`config.mk`:
```
export PLATFORM = sky130hd
export DESIGN_NAME = uart_loader
export DESIGN_NICKNAME = d
export VERILOG_FILES = /design/src/rtl/loader_pkg.sv /design/src/rtl/byte_assembler.sv /design/src/rtl/uart_loader.sv
export SDC_FILE = /design/constraint.sdc
export NUM_CORES = 1
export LEC_CHECK = 0
export CAP_MARGIN = 10
export CORE_UTILIZATION = 35
export DETAILED_ROUTE_END_ITERATION = 10
export SYNTH_ARGS = -nofsm -noshare
export SYNTH_HDL_FRONTEND = slang
export SYNTH_SLANG_ARGS = --single-unit
```
`constraint.sdc`:
```
create_clock -name clk -period 5.15 [get_ports clk]
set_input_delay 1.2875 -clock clk [delete_from_list [all_inputs] [get_ports clk]]
set_output_delay 1.2875 -clock clk [all_outputs]
set_load 0.01 [all_outputs]
```
`src/rtl/loader_pkg.sv`:
```
// Shared types and defaults for the serial program loader.
package loader_pkg;

    // Loader control states.
    typedef enum logic [2:0] {
        LEN  = 3'd0,
        DATA = 3'd1,
        ACK  = 3'd2,
        ERR  = 3'd3,
        FIN  = 3'd4,
        HALT = 3'd5
    } state_e;

    localparam logic [7:0] ACK_BYTE_DEF = 8'hAA;
    localparam logic [7:0] ERR_BYTE_DEF = 8'h55;

    // Byte position within a 4-byte big-endian word.
    localparam int unsigned BCNT_W = 2;
    localparam int unsigned WORD_W = 32;

endpackage

```
`src/rtl/byte_assembler.sv`:
```
// Four-byte big-endian word assembler; used for both the count and the data words.
module byte_assembler
    import loader_pkg::*;
(
    input  logic              clk,
    input  logic              rst,
    input  logic              en,
    input  logic [7:0]        din,
    output logic [WORD_W-1:0] word_c,
    output logic              word_valid_c
);

    localparam logic [BCNT_W-1:0] LAST_BYTE = '1;

    // Only the first three bytes are stored; the fourth arrives on din.
    logic [23:0]       shift_q;
    logic [BCNT_W-1:0] cnt_q;

    // Shift in one byte per enable and track its position in the word.
    always_ff @(posedge clk or posedge rst) begin
        if (rst) begin
            shift_q <= '0;
            cnt_q   <= '0;
        end else if (en) begin
            shift_q <= {shift_q[15:0], din};
            cnt_q   <= cnt_q + BCNT_W'(1);
        end
    end

    assign word_c       = {shift_q, din};
    assign word_valid_c = en && (cnt_q == LAST_BYTE);

endmodule

```
`src/rtl/uart_loader.sv`:
```
// Serial program loader: count + big-endian words into instruction memory, then ack.
module uart_loader
    import loader_pkg::*;
#(
    parameter int unsigned ADDR_W   = 14,
    parameter logic [7:0]  ACK_BYTE = ACK_BYTE_DEF,
    parameter logic [7:0]  ERR_BYTE = ERR_BYTE_DEF
) (
    input  logic              clk,
    input  logic              rst,
    input  logic [7:0]        rx_data,
    input  logic              rx_ready,
    input  logic              rx_ferr,
    output logic [7:0]        tx_data,
    output logic              tx_start,
    input  logic              tx_busy,
    output logic              mem_we,
    output logic [ADDR_W-1:0] mem_addr,
    output logic [31:0]       mem_wdata,
    output logic              done,
    output logic              error
);

    // Index is one bit wider than the address so a full-memory load does not wrap.
    localparam int unsigned IDX_W     = ADDR_W + 1;
    localparam logic [32:0] MAX_WORDS = 33'(1) << ADDR_W;

    state_e             state_q, state_d;
    logic [31:0]        count_q, count_d;
    logic [IDX_W-1:0]   idx_q, idx_d;
    logic [IDX_W-1:0]   idx_inc;

    logic [7:0]         tx_data_d;
    logic               tx_start_d;
    logic               mem_we_d;
    logic [ADDR_W-1:0]  mem_addr_d;
    logic [31:0]        mem_wdata_d;
    logic               done_d;
    logic               error_d;

    logic               asm_en;
    logic [WORD_W-1:0]  asm_word_c;
    logic               asm_valid_c;

    // A framing error discards the byte it arrived with.
    assign asm_en  = rx_ready && !rx_ferr && ((state_q == LEN) || (state_q == DATA));
    assign idx_inc = idx_q + IDX_W'(1);

    byte_assembler u_asm (
        .clk          (clk),
        .rst          (rst),
        .en           (asm_en),
        .din          (rx_data),
        .word_c       (asm_word_c),
        .word_valid_c (asm_valid_c)
    );

    // State, counters and all outputs registered.
    always_ff @(posedge clk or posedge rst) begin
        if (rst) begin
            state_q   <= LEN;
            count_q   <= '0;
            idx_q     <= '0;
            tx_data   <= '0;
            tx_start  <= 1'b0;
            mem_we    <= 1'b0;
            mem_addr  <= '0;
            mem_wdata <= '0;
            done      <= 1'b0;
            error     <= 1'b0;
        end else begin
            state_q   <= state_d;
            count_q   <= count_d;
            idx_q     <= idx_d;
            tx_data   <= tx_data_d;
            tx_start  <= tx_start_d;
            mem_we    <= mem_we_d;
            mem_addr  <= mem_addr_d;
            mem_wdata <= mem_wdata_d;
            done      <= done_d;
            error     <= error_d;
        end
    end

    // Next-state and next-output logic.
    always_comb begin
        state_d     = state_q;
        count_d     = count_q;
        idx_d       = idx_q;
        tx_data_d   = tx_data;
        tx_start_d  = 1'b0;
        mem_we_d    = 1'b0;
        mem_addr_d  = mem_addr;
        mem_wdata_d = mem_wdata;
        done_d      = done;
        error_d     = error;

        case (state_q)
            LEN: begin
                if (rx_ferr) begin
                    state_d = ERR;
                end else if (asm_valid_c) begin
                    count_d = asm_word_c;
                    if (asm_word_c == 32'd0) begin
                        state_d = ACK;
                    end else if ({1'b0, asm_word_c} > MAX_WORDS) begin
                        state_d = ERR;
                    end else begin
                        state_d = DATA;
                    end
                end
            end
            DATA: begin
                if (rx_ferr) begin
                    state_d = ERR;
                end else if (asm_valid_c) begin
                    mem_we_d    = 1'b1;
                    mem_addr_d  = idx_q[ADDR_W-1:0];
                    mem_wdata_d = asm_word_c;
                    idx_d       = idx_inc;
                    if (32'(idx_inc) == count_q) begin
                        state_d = ACK;
                    end
                end
            end
            ACK: begin
                if (!tx_busy) begin
                    tx_data_d  = ACK_BYTE;
                    tx_start_d = 1'b1;
                    state_d    = FIN;
                end
            end
            ERR: begin
                if (!tx_busy) begin
                    tx_data_d  = ERR_BYTE;
                    tx_start_d = 1'b1;
                    state_d    = HALT;
                end
            end
            FIN: begin
                done_d = 1'b1;
            end
            HALT: begin
                error_d = 1'b1;
            end
            default: begin
                state_d = LEN;
            end
        endcase
    end

endmodule

```
# --- Yosys cells after proc, flatten, opt, wreduce, memory -nomap -nowiden ---
# Index checks and enable logic that the tools add are counted.
op_classes:
  n_addsub: 2
  magnitude_cmp: 1
  eq_ne: 12
  muxes: 18
  n_bitwise: 2
  reduce_logical: 14
op_table:
  columns: ["op", "count"]
  rows:
  - ["$eq 15x32->1", 1]
  - ["$gt 32x15->1 const B", 1]
  - ["$logic_not 32->1", 1]
  - ["$mux 3", 7]
  - ["$mux 8", 2]
  - ["$pmux 8 s2", 1]
  - ["$add 15x1->15 const B", 1]
  - ["$pmux 3 s5", 1]
  - ["$reduce_and 3->1", 3]
  - ["$eq 3x2->1 const B", 2]
  - ["$eq 3x3->1 const B", 2]
  - ["$ne 3x3->1 const B", 2]
  - ["$reduce_and 6->1", 1]
  - ["$mux 1", 5]
  - ["$mux 2", 2]
  - ["$ne 2x2->1 const B", 2]
  - ["$reduce_or 2->1", 2]
  - ["$eq 3x1->1 const B", 1]
  - ["$logic_and 1x1->1", 3]
  - ["$logic_not 3->1", 1]
  - ["$ne 3x2->1 const B", 1]
  - ["$add 2x1->2 const B", 1]
  - ["$eq 2x2->1 const B", 1]
  - ["$not 1->1", 2]
  - ["other kinds (3)", 3]
word_totals:
  register_bits: 134
  in_bits: 13
  output_inout_bits: 58
  elab_cells: 61

# --- Depth between registers and ports, before layout ---
# Gate-level depths: netlist of the first run.
depth:
  word_depth: 7
  mapped_depth: 10
  ltp_nobuf: 9

# --- Cells and area by module ---
# Synthesis of the first run repeated with hierarchy kept, for this count alone.
unflattened:
  cells_unflattened: 548
  area_unflattened_um2: 5930.7
modules_own_cells:
  columns: ["module", "instances", "cells_per_inst", "area_each_um2", "seq_area_each_um2"]
  rows:
  - ["uart_loader", 1, 482, 4788.3, 2552.4]
  - ["byte_assembler", 1, 66, 1142.3, 650.6]

# --- Least setup slack after synthesis of the first run ---
# Ideal clock, no wire load.
synth_timing:
  path_type: "input-to-reg"
  from: "input rx_ferr"
  to: "register state_q[0]"
  setup_time_ns: 0.121
  arrival_time_ns: 2.724
  t_required_ns: 5.029
  setup_slack_ns: 2.305
  cell_stages: 8
  path_buffers: 1
  cell_sequence: "nor4b_1 -> buf_4 -> nand3_2 -> nor4_1 -> o2111ai_1 -> nor4_2 -> a21oi_1 -> a22o_1"
synth_via:
  elab_chain_cells: 6
  elab_cells_between_ends: 11
  cone_classes: "eq/ne (3); mux (3); reduce/logical (5)"
synth_lines:
  columns: ["element", "line_no", "text"]
  rows:
  - ["start, declared", "uart_loader.sv:13", "input logic rx_ferr,"]
  - ["$logic_not 1->1", "uart_loader.sv:46", "assign asm_en = rx_ready && !rx_ferr && ((state_q == LEN) || (state_q == DATA));"]
  - ["$logic_and 1x1->1 (2 in a row)", "uart_loader.sv:46", null]
  - ["$logic_and 1x1->1", "byte_assembler.sv:31", "assign word_valid_c = en && (cnt_q == LAST_BYTE);"]
  - ["$ne 3x3->1 (no source line)", null, null]
  - ["$reduce_and 6->1 (no source line)", null, null]
  - ["end signal, assigned", "uart_loader.sv:72", "state_q <= state_d;"]
  - ["end, declared", "uart_loader.sv:28", "state_e state_q, state_d;"]
# Several ways; a longest one is shown, not always the timed one.
# A chain may end at the register's enable or synchronous reset.

# --- Final worst setup path of the first run ---
layout_timing:
  from: "input rx_ferr"
  to: "register idx_q[12]"
layout_via:
  elab_chain_cells: 5
  elab_cells_between_ends: 6
  cone_classes: "bitwise (1); reduce/logical (5)"
layout_lines:
  columns: ["element", "line_no", "text"]
  rows:
  - ["$logic_not 1->1", "uart_loader.sv:46", null]
  - ["$logic_and 1x1->1 (2 in a row)", "uart_loader.sv:46", null]
  - ["$logic_and 1x1->1", "byte_assembler.sv:31", null]
  - ["$reduce_and 3->1 (no source line) *", null, null]
  - ["end signal, assigned", "uart_loader.sv:74", "idx_q <= idx_d;"]
  - ["end, declared", "uart_loader.sv:30", "logic [IDX_W-1:0] idx_q, idx_d;"]
# Every way passes the cells marked *; elsewhere a longest branch is shown, timed or not.

==> results of run 1 <==
## kinds of logic (layout without fill, tap and decap cells)
group / after synthesis / in the layout / synth area share
AO/OA/AOI/OAI: 24 / 24 / 0.0291
XOR/XNOR: 31 / 31 / 0.0490
adder cells (fa/ha/maj): 2 / 2 / 0.00451
buffers and inverters: 41 / 118 / 0.0366
flip-flops: 128 / 128 / 0.578
multiplexers: 27 / 27 / 0.0546
AND/OR/NAND/NOR: 322 / 322 / 0.248
## cell usage after synthesis, types with 3 or more instances
| library cell | instances |
|---|---|
| sky130_fd_sc_hd__xnor2_1 | 18 |
| sky130_fd_sc_hd__a21oi_1 | 5 |
| sky130_fd_sc_hd__inv_1 | 5 |
| sky130_fd_sc_hd__nand2b_1 | 6 |
| sky130_fd_sc_hd__nor3_1 | 7 |
| sky130_fd_sc_hd__nand3_1 | 8 |
| sky130_fd_sc_hd__buf_4 | 10 |
| sky130_fd_sc_hd__nand4_1 | 7 |
| sky130_fd_sc_hd__clkbuf_1 | 18 |
| sky130_fd_sc_hd__and4_1 | 3 |
| sky130_fd_sc_hd__mux2_2 | 26 |
| sky130_fd_sc_hd__nor2_1 | 15 |
| sky130_fd_sc_hd__nor4_1 | 11 |
| sky130_fd_sc_hd__and3_1 | 3 |
| sky130_fd_sc_hd__xor2_1 | 13 |
| sky130_fd_sc_hd__o21ai_0 | 3 |
| sky130_fd_sc_hd__dfrtp_1 | 128 |
| sky130_fd_sc_hd__nand2_1 | 248 |
| sky130_fd_sc_hd__buf_2 | 3 |
| sky130_fd_sc_hd__a31oi_1 | 4 |
## power by group through the flow
stage          Combinational (mW)  Sequential (mW)  Clock, mW
2_1_floorplan               0.601             1.63          0
3_3_place_gp                0.984             1.71          0
3_5_place_dp                 1.01             1.71          0
4_1_cts                      1.01             1.70       1.34
5_1_grt                      1.12             1.75       1.38
6_report                     1.00             1.69       1.32
## stage by stage
stage / hold WS, ns / worst slack, ns
detailed placement: 0.462 / 1.41
finish: 0.475 / 1.87
global route: 0.498 / 1.59
CTS: 0.479 / 1.85
floorplan: 0.446 / 0.450
global placement: 0.459 / 1.53
## state kept, by name, summed over array words and instances (netlist names)
name and flops:
mem_we 1, idx_q 15, error 1, u_asm.cnt_q 2, mem_addr 14, mem_wdata 32
tx_data 2, state_q 3, count_q 32, done 1, u_asm.shift_q 24, tx_start 1
## layout make-up
type,count,share of cell area
multi-input combinational,406,0.304
clock inverter,14,0.0303
clock buffer,18,0.0622
sequential,128,0.454
timing repair buffer,79,0.109
tap,211,0.0374
inverter,7,0.00408
## worst register-to-register path, delay by kind of cell, from the launching register on
family          cells  cell delay [ns]
compound gates      4             0.71
flops               1             0.47
simple gates        3             0.67
fa+ha+maj           1             0.28
xor+xnor            1             0.21
## routing by layer
layer | wire [um] | share of wire | global-route usage | up-vias
met5 | 0 | 0 | 0 | -
met4 | 199 | 0.015 | 0.0740 | 0
met3 | 524 | 0.041 | 0.0438 | 14
met2 | 5910 | 0.46 | 0.263 | 93
met1 | 6210 | 0.48 | 0.230 | 1992
li1 | - | - | - | 2006
## worst max path at each step
stage / start / endpoint / slack (ns) / cells after the start
after global routing: rx_ferr / idx_q[12] / 1.59 / 8
final: rx_ferr / idx_q[12] / 1.87 / 8
after CTS: rx_ferr / idx_q[12] / 1.85 / 8
after detailed placement: rx_ferr / idx_q[12] / 1.41 / 8
after global placement: rx_ferr / idx_q[12] / 1.53 / 8
after floorplan: rst / count_q[0] / 0.45 / 1
==> results, run 1 <==
- The cell that appears most often on the critical path is sky130_fd_sc_hd__nand2_1.
- The endpoint of the worst register-to-register path is state_q[0].
- The cell taking the most area after synthesis is sky130_fd_sc_hd__dfrtp_1.
- The critical register-to-register path startpoint is idx_q[0].
- For the final database, setup skew stands at 0.00647 ns.
- The global-route total usage across every layer is 0.171.
- Dividing the final minimum period by the clock period gives 0.637.
- The category of the critical setup timing path is in2reg.
- Based on the critical path, the design can be clocked at up to 305 MHz.
- The synthesized design contains 0 enable-type register cells.
- The worst hold path begins at mem_wdata[16].
- The final max-slew violation count was 0.
- The count of filler cells inserted in the layout is 1470.
- The hold-critical path depth is 2.
- The most common cell after layout, fill and taps aside is sky130_fd_sc_hd__nand2_1.
- The overall power consumption is 4.01 mW.
- The area used by multi-input combinational logic is 2140 um^2.
- The first-pass GRT wire length is 21500 um.
- The synthesized instance count is 575.
- The type of origin of the critical path is a primary input.
- The fraction of final layout cells sized beyond drive strength 1 is 0.113.
- The filler-free cell count of the finished design is 863.
- The signal on the critical path passes through clkdlybuf4s50_1 -> nor4b_2 -> nand3_2 -> inv_2 -> nand2_1 -> nor2_1 -> nand2_1 -> xnor2_1.
- Of all flip-flops after synthesis, the portion carrying an async set or reset was 1.00.
- Adding up every negative setup slack in the final design gives 0 ns.
- Clock tree synthesis inserted a total of 17 buffers.
- For this block, the initial DRC count from the detailed router was 335.
- The worst-case hold path end point is mem_wdata[16].
- For this design, the slowest cell found on the critical path is sky130_fd_sc_hd__clkdlybuf4s50_1.
- The count of endpoints failing hold in the final timing report was 0.
- The die is 128 um tall.
- The register-to-register setup slack is 2.70 ns.
- The netlist uses 47 different library cells.
- Setup repair after global routing left no endpoint under its margin.
- The worst slew slack as a fraction of its limit is 0.474.
- The post-CTS setup buffer count is 0.
- The worst path required time is 5.44 ns.
- The detail route stage leaves a number of antenna-violating nets equal to 0.
- The worst-case clock buffer depth is 2.
- Registers take 3200 um^2.
- By area the synthesized netlist is led by sky130_fd_sc_hd__dfrtp_1 58%, sky130_fd_sc_hd__nand2_1 17%, sky130_fd_sc_hd__mux2_2 5.3%.
- The tightest min-delay check is of the reg2reg type.
- In the final design database the tool counted 654 nets.
- The share of total power dissipated in the clock network is 0.328.
- The share of total power consumed by net switching is 0.309.
- The sequential fraction of the synthesis area is 0.578.
- The worst-case IR drop observed on VDD is 270 uV.
- The flow ran to the end, and the final reports show no timing, DRC or antenna violations.
- Power spread over the standard cell area amounts to 568 nW/um^2.
- The longest individual stage delay on the worst path is 0.47 ns.
- Measured on the finished design, the core utilization comes to 0.461.
- The mean area per synthesized cell is 9.64 um^2.
- The number of diodes is 0.
- The later pin in the worst-skew pair is clocked with a latency of 0.42 ns.
- The top-area cell type share of the netlist area is 0.578.
- The effective utilization at floorplan is 0.362.
- Across the run, the number of max-cap violations was 0.
- The net switching power figure is 1.24 mW.
- The floorplan step defined a core boundary enclosing 15300 um^2.
- The area of all placed cells without fillers is 7060 um^2.
- The cell count after placement is 831.
- In the routed layout, each cell is associated on average with a via count of 4.76.
- The most instantiated flip-flop cell in the synthesis netlist is sky130_fd_sc_hd__dfrtp_1.
- The clock drives 128 sinks.
- The tree is rooted in a sky130_fd_sc_hd__clkbuf_16.
- The count of boundary I/O pins is 71.
- For this run, design rule violations remaining after detail routing come to 0.
- The HPWL after detailed placement is 8830 um.
- The final number of setup-violating endpoints is 0.
- The relative area change from synthesis to final layout is 27.4%.
- The cell area reported after detailed placement is 6410 um^2.
- The clock-pin slew on the worst setup and hold paths is 0.06 ns.
- When the netlist entered floorplanning its net count stood at 590.
- The internal portion of the total power is 2.77 mW.
- The synthesized netlist occupies a cell area of 5540 um^2.
- The number of buffer cells added on primary ports is 70.
- In the layout the commonest cells are 248 x sky130_fd_sc_hd__nand2_1, 128 x sky130_fd_sc_hd__dfrtp_1, 70 x sky130_fd_sc_hd__clkdlybuf4s50_1.
- The H-tree was split into 4 levels.
- The via count of the first global-routing pass came to 4208.
- The analysis attributes to cell leakage a power of 3.38 nW.
- The yosys synthesis warning count is 0.
- The number of flip-flops and latches in the synthesized netlist is 128.
- The detailed router placed 4105 vias in this run.
- Counting I/O delays and the setup requirement, the final critical path takes 3.28 ns.
- The clock tree from TritonCTS is yes.
- The total overflow left after global routing is 0.
- The critical path data arrival time is 3.57 ns.
- The total iterations of the first detailed-routing run is 4.
- The worst setup path is captured at a flop.
- The share of total power in sequential cells is 0.422.
- The initial antenna violation count is 0.
- The largest fanout of any net on the critical path is 23.
- Hold repair after CTS inserted 0 buffers.
- The pin count of the biggest net entering global routing is 65.
- The total number of placement rows is 45.
- The family with the most delay on the worst path is simple AND/OR/NAND/NOR gates.
- The logic depth of the worst register-to-register path is 9.
- From left edge to right edge, the die measures 128 um.
- The final layout contains routed wiring with a total length of 12800 um.
- Of the total power, combinational logic draws 0.250.
- For the pin with the worst max-slew slack, the measured transition is 0.789 ns.
- The number of gates resized after CTS was 0.
- The die area is 16300 um^2.
- Dividing the detail-routed wire length by the instance count gives 14.9 um.
- The congestion estimate from routability-driven global placement came to 0.785.
- The number of buffers and inverters on the critical path is 2.
(Power assumes the default switching activity.)
==> inputs of run 2 (changes only) <==
==> constraint.sdc (replaced) <==
create_clock -name clk -period 3.3 [get_ports clk]
set_input_delay 0.825 -clock clk [delete_from_list [all_inputs] [get_ports clk]]
set_output_delay 0.825 -clock clk [all_outputs]
set_load 0.01 [all_outputs]
==> run 2 against run 1 <==
  * Worst setup slack worse by 1.1 ns
  * Clock skew is 0.0089 ns higher
  * Sequential power is 57% higher
  * Critical path depth stayed put
  * Via count is 1.5% higher
  * Core utilization is 0.12 points higher
  * Flip-flop and latch count stayed put
  * Critical path type is now reg2reg
  * Largest cell class unchanged
==> results, run 2 (synthesis results as in run 1) <==
- In this run the tightest slew margin relative to its limit is 0.546.
- In this run the clock root is driven by a sky130_fd_sc_hd__clkbuf_16.
- Once the clock tree was built, the setup fixing pass inserted 0 buffers.
- Buffers inserted during clock tree synthesis total 17.
- The share of total power consumed by net switching is 0.306.
- After the last flow step, the layout net total stands at 651.
- The count of endpoints failing hold in the final timing report is 0.
- The critical path endpoint category is a flop.
- The net switching power figure is 1.95 mW.
- The overall die width is 128 um.
- The highest clock rate is 395 MHz.
- Across the VDD grid, the largest voltage drop is 394 uV.
- The number of vias in the routed layout is 4168.
- Data on the critical path is required at its endpoint by 3.60 ns.
- The largest fanout of any net on the critical path is 11.
- The sum of net half-perimeters after detailed placement is 8400 um.
- The total iterations of the first detailed-routing run is 5.
- The type of origin of the critical path is a flop.
- The worst-case hold path end point is mem_addr[5].
- For this design, the CTS-stage hold fixing added 0 buffers.
- The critical path data arrival time is 2.83 ns.
- Of the cells placed in the final design, the portion with a size suffix greater than 1 is 0.103.
- The relative contribution of combinational cells to total power is 0.249.
- The sum of overflow across all layers after global routing is 0.
- The detail route stage leaves a number of antenna-violating nets equal to 0.
- The initial utilization of the core area, before any placement, comes to 0.362.
- Max-cap violations in this run came to 0.
- The slew at the pin with the worst max-slew slack is 0.681 ns.
- Setup repair after global routing left no endpoint under its margin.
- After detailed routing, the number of remaining DRC violations is 0.
- The number of gates resized after CTS is 0.
- In this run the critical register-to-register path is captured at state_q[1].
- After routing, the total negative slack on setup checks comes to 0 ns.
- The initial antenna violation count is 0.
- The later pin in the worst-skew pair is clocked with a latency of 0.43 ns.
- The number of diodes is 0.
- On the final layout, the worst hold slack is 0.468 ns.
- The via count of the first global-routing pass came to 4178.
- The first-pass GRT wire length is 21700 um.
- The library cell used most frequently in the layout, excluding fill and tap cells, is sky130_fd_sc_hd__nand2_1.
- In this run the vertical extent of the chip is 128 um.
- The final number of setup-violating endpoints is 0.
- The hold-critical path depth is 2.
- After detailed routing, the average wire length per cell comes to 15.2 um.
- In the layout the commonest cells are 248 x sky130_fd_sc_hd__nand2_1, 128 x sky130_fd_sc_hd__dfrtp_1, 70 x sky130_fd_sc_hd__clkdlybuf4s50_1.
- Summed over all cells, the static leakage comes to 3.37 nW.
- In the final layout, the registers with the most flip-flops are count_q: 32 flops, mem_wdata: 32 flops, u_asm.shift_q: 24 flops.
- The run finished with clean final reports.
- The final max-slew violation count was 0.
- The total routed wirelength is 13000 um.
- The worst-case clock buffer depth is 2.
- The share of total power in sequential cells is 0.416.
- The pin count of the biggest net entering global routing is 129.
- The CTS sink count is 128.
- The setup clock skew after layout is 0.0154 ns.
- For the worst flop-to-flop path, the logic depth is 8.
- The routability congestion estimate from global placement is 0.787.
- The part of the power in the clock network is 0.336.
- The initialized floorplan defines 45 standard-cell rows.
- For this design the ratio of total power to cell area is 901 nW/um^2.
- The class of the most critical hold timing path is reg2reg.
- The number of H-tree branching levels is 4.
- The number of buffer cells added on primary ports is 70.
- The clock-pin slew on the worst setup and hold paths is 0.06 ns.
- The number of violations reported at the end of detailed-routing iteration 0 is 355.
- In this run the most critical hold path is launched from mem_addr[5].
- The clock tree from TritonCTS is yes.
- The critical path is of the reg2reg type.
- In this run the register-to-register setup slack is 0.77 ns.
- In the finished design, the share of the clock period the worst path needs comes to 0.767.
- The relative area change from synthesis to final layout is 27.7%.
- The average vias per placed instance is 4.85.
- The internal power is 4.42 mW.
- The die area is 16300 um^2.
- The worst register-to-register path begins at idx_q[4].
- The count of filler cells inserted in the layout is 1458.
- The worst path in the final design needs a cycle of 2.53 ns, including I/O delays and setup.
- The global-route total usage across every layer is 0.172.
- 71 I/O pins were placed.
- The floorplan step defined a core boundary enclosing 15300 um^2.
run 2: changes by cell type in the layout (fill, tap and decap cells not counted), sizes merged:
cell,previous run,this run
bufinv,5,6
clkbuf,18,22
clkinv,7,1
buf,9,6
run 2: how the worst max path moves through the flow:
stage / startpoint / slack (ns) / cells after the start / end
finish: idx_q[4] / 0.77 / 8 / state_q[1]
global route: idx_q[4] / 0.65 / 8 / state_q[1]
CTS: idx_q[0] / 0.83 / 9 / state_q[1]
detailed placement: rx_ferr / 0.44 / 8 / state_q[1]
global placement: rx_ferr / 0.47 / 8 / state_q[0]
floorplan: rst / 0.89 / 1 / count_q[0]
run 2: metrics by stage:
stage           util  area, um^2  instances  worst slack (ns)  power, mW
2_1_floorplan      -        5550        575             0.894       3.49
3_3_place_gp   0.419        6410        828             0.471       4.20
3_5_place_dp   0.419        6410        828             0.436       4.25
4_1_cts        0.462        7080        859             0.828       6.42
5_1_grt        0.462        7080        859             0.646       6.74
6_report       0.462        7080        859             0.770       6.38
run 2: area by class of cell:
type                            instances  area [um^2]  share of cell area
Sequential cell                       128         3200               0.452
Multi-Input combinational cell        406         2140               0.303
Timing Repair Buffer                   76          771               0.109
Clock buffer                           22          464              0.0656
Tap cell                              211          264              0.0373
Clock inverter                          9          204              0.0288
Inverter                                7         30.0             0.00424
run 2: worst max-delay path: stages, from the launching register on:
cell and delay, ns:
sky130_fd_sc_hd__dfrtp_1 0.60, sky130_fd_sc_hd__and4_4 0.35, sky130_fd_sc_hd__nand3_1 0.16, sky130_fd_sc_hd__o211ai_1 0.23
sky130_fd_sc_hd__o21ai_1 0.09, sky130_fd_sc_hd__a21oi_1 0.31, sky130_fd_sc_hd__nor4_2 0.10, sky130_fd_sc_hd__or3_1 0.35
sky130_fd_sc_hd__a32o_1 0.22
run 2: per-layer routing:
metal / routed length (um) / track usage
met1: 6290 / 0.241
met2: 5940 / 0.255
met3: 542 / 0.0367
met4: 272 / 0.0817
met5: 0 / 0
run 2: power by group through the flow:
stage / clock network, mW / logic (mW) / registers, mW
floorplan: 0 / 0.939 / 2.55
CTS: 2.17 / 1.60 / 2.65
global route: 2.25 / 1.76 / 2.73
finish: 2.14 / 1.59 / 2.65
detailed placement: 0 / 1.58 / 2.67
global placement: 0 / 1.55 / 2.65
==> edit 1, RTL diff (config.mk and constraints of run 1) <==
Put one more register stage on the output `error`, without a reset. The value now appears one clock later. The other outputs are not delayed to match.
--- a/src/rtl/uart_loader.sv
+++ b/src/rtl/uart_loader.sv
@@ -24,6 +24,8 @@
     // Index is one bit wider than the address so a full-memory load does not wrap.
     localparam int unsigned IDX_W     = ADDR_W + 1;
     localparam logic [32:0] MAX_WORDS = 33'(1) << ADDR_W;
+
+    logic error_s0;
 
     state_e             state_q, state_d;
     logic [31:0]        count_q, count_d;
@@ -67,7 +69,7 @@
             mem_addr  <= '0;
             mem_wdata <= '0;
             done      <= 1'b0;
-            error     <= 1'b0;
+            error_s0  <= 1'b0;
         end else begin
             state_q   <= state_d;
             count_q   <= count_d;
@@ -78,7 +80,7 @@
             mem_addr  <= mem_addr_d;
             mem_wdata <= mem_wdata_d;
             done      <= done_d;
-            error     <= error_d;
+            error_s0  <= error_d;
         end
     end
 
@@ -93,7 +95,7 @@
         mem_addr_d  = mem_addr;
         mem_wdata_d = mem_wdata;
         done_d      = done;
-        error_d     = error;
+        error_d     = error_s0;
 
         case (state_q)
             LEN: begin
@@ -149,5 +151,9 @@
         endcase
     end
 
+    always_ff @(posedge clk) begin
+        error <= error_s0;
+    end
+
 endmodule
 
Behaviour: not the same (Yosys sat finds a counterexample within 4 cycles, from zero or initial values and one cycle with rst high).
==> edit 1 against run 1 <==
Worst setup slack got worse by 0.31 ns; sequential cell count rose by 1; final cell count fell by 0.12%; power fell by 2.5%; cell area shrank 0.53%; synthesized area is 0.36% higher; register-to-register slack got worse by 0.32 ns; routed wire length decreased by 1.0%.
==> edit 1: results (changes against run 1) <==
[place]
dp.cells=830  ; was 831
dpl.hpwl_mm=8.57  ; was 8.83 mm
dp_slack_ns=1.09  ; was 1.41 ns

[drt]
wl_met2_mm=5.63  ; was 5.91 mm
wl_per_cell_um=14.7  ; was 14.9 µm
wl_met1_mm=6.34  ; was 6.21 mm
wl_mm=12.7  ; was 12.8 mm
drtIter0Drc=264  ; was 335
met3WireLength_um=549  ; was 524 µm

[global_route]
grt_pass1_vias=4147  ; was 4208
grt_max_degree=74  ; was 65
grtUsageMet1_pct=24.2  ; was 23.0%
track_usage_pct=17.3  ; was 17.1%
use_met3_pct=5.05  ; was 4.38%
grt_pass1_wl_mm=21.6  ; was 21.5 mm

[final_layout]
nFillCells=1456  ; was 1470
nNetsFinal=653  ; was 654
drive_gt1_share_pct=11.1  ; was 11.3%

[power]
power_frac_seq_pct=43.6  ; was 42.2%
leakage_nw=3.36  ; was 3.38 nW
irDropWorstVdd_v=0.000265  ; was 0.000270 V
pg_clk_mw=1.22  ; was 1.32 mW

[logic_synthesis]
synthAdderAreaFrac_pct=0.450  ; was 0.451%
syn_nets=591  ; was 590
syn_avg_cell_area_um2=9.66  ; was 9.64 µm²
synth_area_leaders=dfrtp_1, nand2_1, mux2_2  ; unchanged
muxShareOfSynthArea_pct=5.44  ; was 5.46%
postSynth.asyncResetShare_pct=99.2  ; was 100%
synth_seq_area_share_pct=57.9  ; was 57.8%
synth_compound_area_share_pct=2.90  ; was 2.91%

[worst_hold_path]
min_path_cells=0  ; was 2
hp-start=error_s0  ; was mem_wdata[16]

[timing]
fmax_mhz=279  ; was 305 MHz
tightestPinTransition_ns=0.885  ; was 0.789 ns
finalClockSkew_ns=0.00750  ; was 0.00647 ns

[worst_setup_path]
reg2reg_from=state_q[1]  ; was idx_q[0]
slowest_delay_ns=0.52  ; was 0.47 ns
cp_top_family=buffers and inverters  ; was simple AND/OR/NAND/NOR gates
crit_fanout=33  ; was 23
regToRegSetupSlack_ns=2.38  ; was 2.70 ns
cp_slowest_cell=nand3_2  ; was clkdlybuf4s50_1
r2r_cells=6  ; was 9

[outcome]
run_status=finished, final reports clean  ; unchanged

==> edit 1: changes by cell type after synthesis, sizes merged <==
cell,before,now
dfxtp,0,1
==> edit 1: stage by stage <==
step	power, mW	hold WS [ns]	utilization (%)
after global placement	2.69	0.355	41.7
final	3.91	0.371	45.7
after CTS	3.96	0.372	45.7
after floorplan	2.24	0.342	-
after global routing	4.16	0.389	45.7
after detailed placement	2.72	0.355	41.7
==> edit 1: logic make-up after synthesis <==
kind of cell               after synthesis
AOI/OAI and AO/OA                       24
xor gates and xnor gates                31
adders and majority gates                2
buffers and inverters                   41
DFF                                    129
muxes                                   27
and+or+nand+nor                        322
==> edit 1: cell type report <==
class,instances,area share [%]
clock buffer,23,7.23
clock inverter,9,1.46
inverter,7,0.410
multi-input combinational,406,30.5
sequential,129,45.9
tap,211,3.76
timing repair buffer,77,10.7
==> edit 1: final timing paths <==
check	to
min in group asynchronous	mem_wdata[2]
max in group asynchronous	u_asm.shift_q[16]
min reg2reg	error
min	error
max reg2reg	idx_q[11]
max	idx_q[11]
==> edit 2, RTL diff (settings of run 1) <==
Made on the original files. Change the package constant `BCNT_W` from 2 to 3.
--- a/src/rtl/loader_pkg.sv
+++ b/src/rtl/loader_pkg.sv
@@ -15,7 +15,7 @@
     localparam logic [7:0] ERR_BYTE_DEF = 8'h55;
 
     // Byte position within a 4-byte big-endian word.
-    localparam int unsigned BCNT_W = 2;
+    localparam int unsigned BCNT_W = 3;
     localparam int unsigned WORD_W = 32;
 
 endpackage
Behaviour: not the same (a bounded check fails within 10 cycles, from zero or initial values and one cycle with rst high).
==> edit 2 against run 1 <==
Power fell by 7.9%; fmax decreased by 5.2%; cell area grew 1.5%; combinational power fell by 14%; routed wire length up 0.69%; sequential cell count is 1 higher; worst setup slack worse by 0.18 ns; synthesized area rose by 2.7%; largest cell class unchanged; critical path depth is 2 lower; synthesized cell count down 8.5%; count of clock-buffer cells in the layout grew 3.
==> edit 2: results (changes against run 1) <==
[outcome]
run_status=finished, final reports clean  ; unchanged

[power]
leakage_nw=3.41  ; was 3.38 nW
irDropWorstVdd_v=0.000278  ; was 0.000270 V
internal_power_mw=2.61  ; was 2.77 mW

[place]
place_congestion=0.854  ; was 0.785
dp.cells=783  ; was 831
io_buffers=70  ; unchanged
dpl.hpwl_mm=8.82  ; was 8.83 mm
dp_slack_ns=1.31  ; was 1.41 ns

[global_route]
track_usage_pct=17.1  ; about the same
grt_pass1_vias=4131  ; was 4208
grt_max_degree=69  ; was 65
grt_pass1_wl_mm=21.7  ; was 21.5 mm
use_met3_pct=3.92  ; was 4.38%
gr-usage-met2_pct=26.5  ; was 26.3%
grtUsageMet1_pct=22.9  ; was 23.0%

[logic_synthesis]
synth_edf_count=0  ; unchanged
muxShareOfSynthArea_pct=12.0  ; was 5.46%
synthTopCellsByCount=nand2_1, dfrtp_1, mux2_2  ; unchanged
synth_seq_area_share_pct=56.7  ; was 57.8%
postSynth.asyncResetShare_pct=100  ; unchanged
synth_compound_area_share_pct=3.85  ; was 2.91%
syn_avg_cell_area_um2=10.8  ; was 9.64 µm²
synthAdderAreaFrac_pct=0.659  ; was 0.451%
ys_types=50  ; was 47
synth_flop_cell=dfrtp_1  ; unchanged
synth-xor-area-share_pct=4.46  ; was 4.90%
synth_warnings=0  ; unchanged
syn_nets=542  ; was 590
synth_area_leaders=dfrtp_1, mux2_2, nand2_1  ; was dfrtp_1, nand2_1, mux2_2

[worst_setup_path]
slowest_delay_ns=0.59  ; was 0.47 ns
crit_fanout=34  ; was 23
cp_slowest_cell=or3_1  ; was clkdlybuf4s50_1
cp.arrival_ns=3.80  ; was 3.57 ns

[final_layout]
antenna_cells=0  ; unchanged
drive_gt1_share_pct=16.9  ; was 11.3%
nNetsFinal=602  ; was 654
fin_cells=814  ; was 863
nFillCells=1493  ; was 1470

[drt]
first_pass_iters=4  ; unchanged
met3WireLength_um=412  ; was 524 µm
wl_met2_mm=5.94  ; was 5.91 mm
vias=4013  ; was 4105
top_layer=met4  ; unchanged
wl_mm=12.9  ; was 12.8 mm
drtIter0Drc=270  ; was 335
wl_met1_mm=6.33  ; was 6.21 mm

[worst_hold_path]
hp-class=reg2reg  ; unchanged

[clocking]
clk_pin_slew_worst_paths_ns=0.06  ; about the same
cts_resized=0  ; unchanged
cts_setup_buffers=0  ; unchanged

[timing]
finalClockSkew_ns=0.00905  ; was 0.00647 ns
tightestPinTransition_ns=0.862  ; was 0.789 ns

-- edit 2: cell count changes in the layout (fill, tap and decap cells not counted), sizes merged, moves of 4 or more --
| cell | delta |
|---|---|
| nand2 | -96 |
| and4 | -4 |
| nor4 | +4 |
| o21ai | +4 |
| nor3 | +6 |
| mux2 | +33 |
| nor2b | +5 |
-- edit 2: area by class of cell --
type                            instances  area (µm²)  share of cell area [%]
Clock inverter                         10         160                    2.23
Inverter                                5        21.3                   0.297
Clock buffer                           21         450                    6.28
Multi-Input combinational cell        357        2280                    31.8
Sequential cell                       129        3230                    45.0
Timing Repair Buffer                   76         758                    10.6
Tap cell                              216         270                    3.77
-- edit 2: worst paths after layout --
check | from | end | slack [ns] | depth (start not counted)
worst min register to register | error | error | 0.47 | 1
max in group asynchronous | rst | u_asm.shift_q[1] | 2.87 | 3
worst max register to register | u_asm.cnt_q[0] | idx_q[14] | 2.36 | 7
min in group asynchronous | rst | mem_wdata[0] | 1.39 | 2
worst min-delay path | error | error | 0.47 | 1
worst max-delay path | rx_ferr | idx_q[14] | 1.69 | 6
-- edit 2: power groups by stage --
stage                     clock, mW  combinational, mW  sequential, mW
final                          1.25              0.857            1.59
after global routing           1.32              0.946            1.64
after CTS                      1.27              0.871            1.60
after detailed placement          0              0.865            1.61
after global placement            0              0.842            1.60
after floorplan                   0              0.546            1.52
-- edit 2: per-stage QoR --
step / cell area, µm² / utilization (%) / hold slack (ns)
final: 7170 / 45.1 / 0.469
after global routing: 7170 / 45.1 / 0.498
after CTS: 7170 / 45.1 / 0.474
after detailed placement: 6560 / 41.3 / 0.458
after global placement: 6560 / 41.3 / 0.455
after floorplan: 5690 / - / 0.448
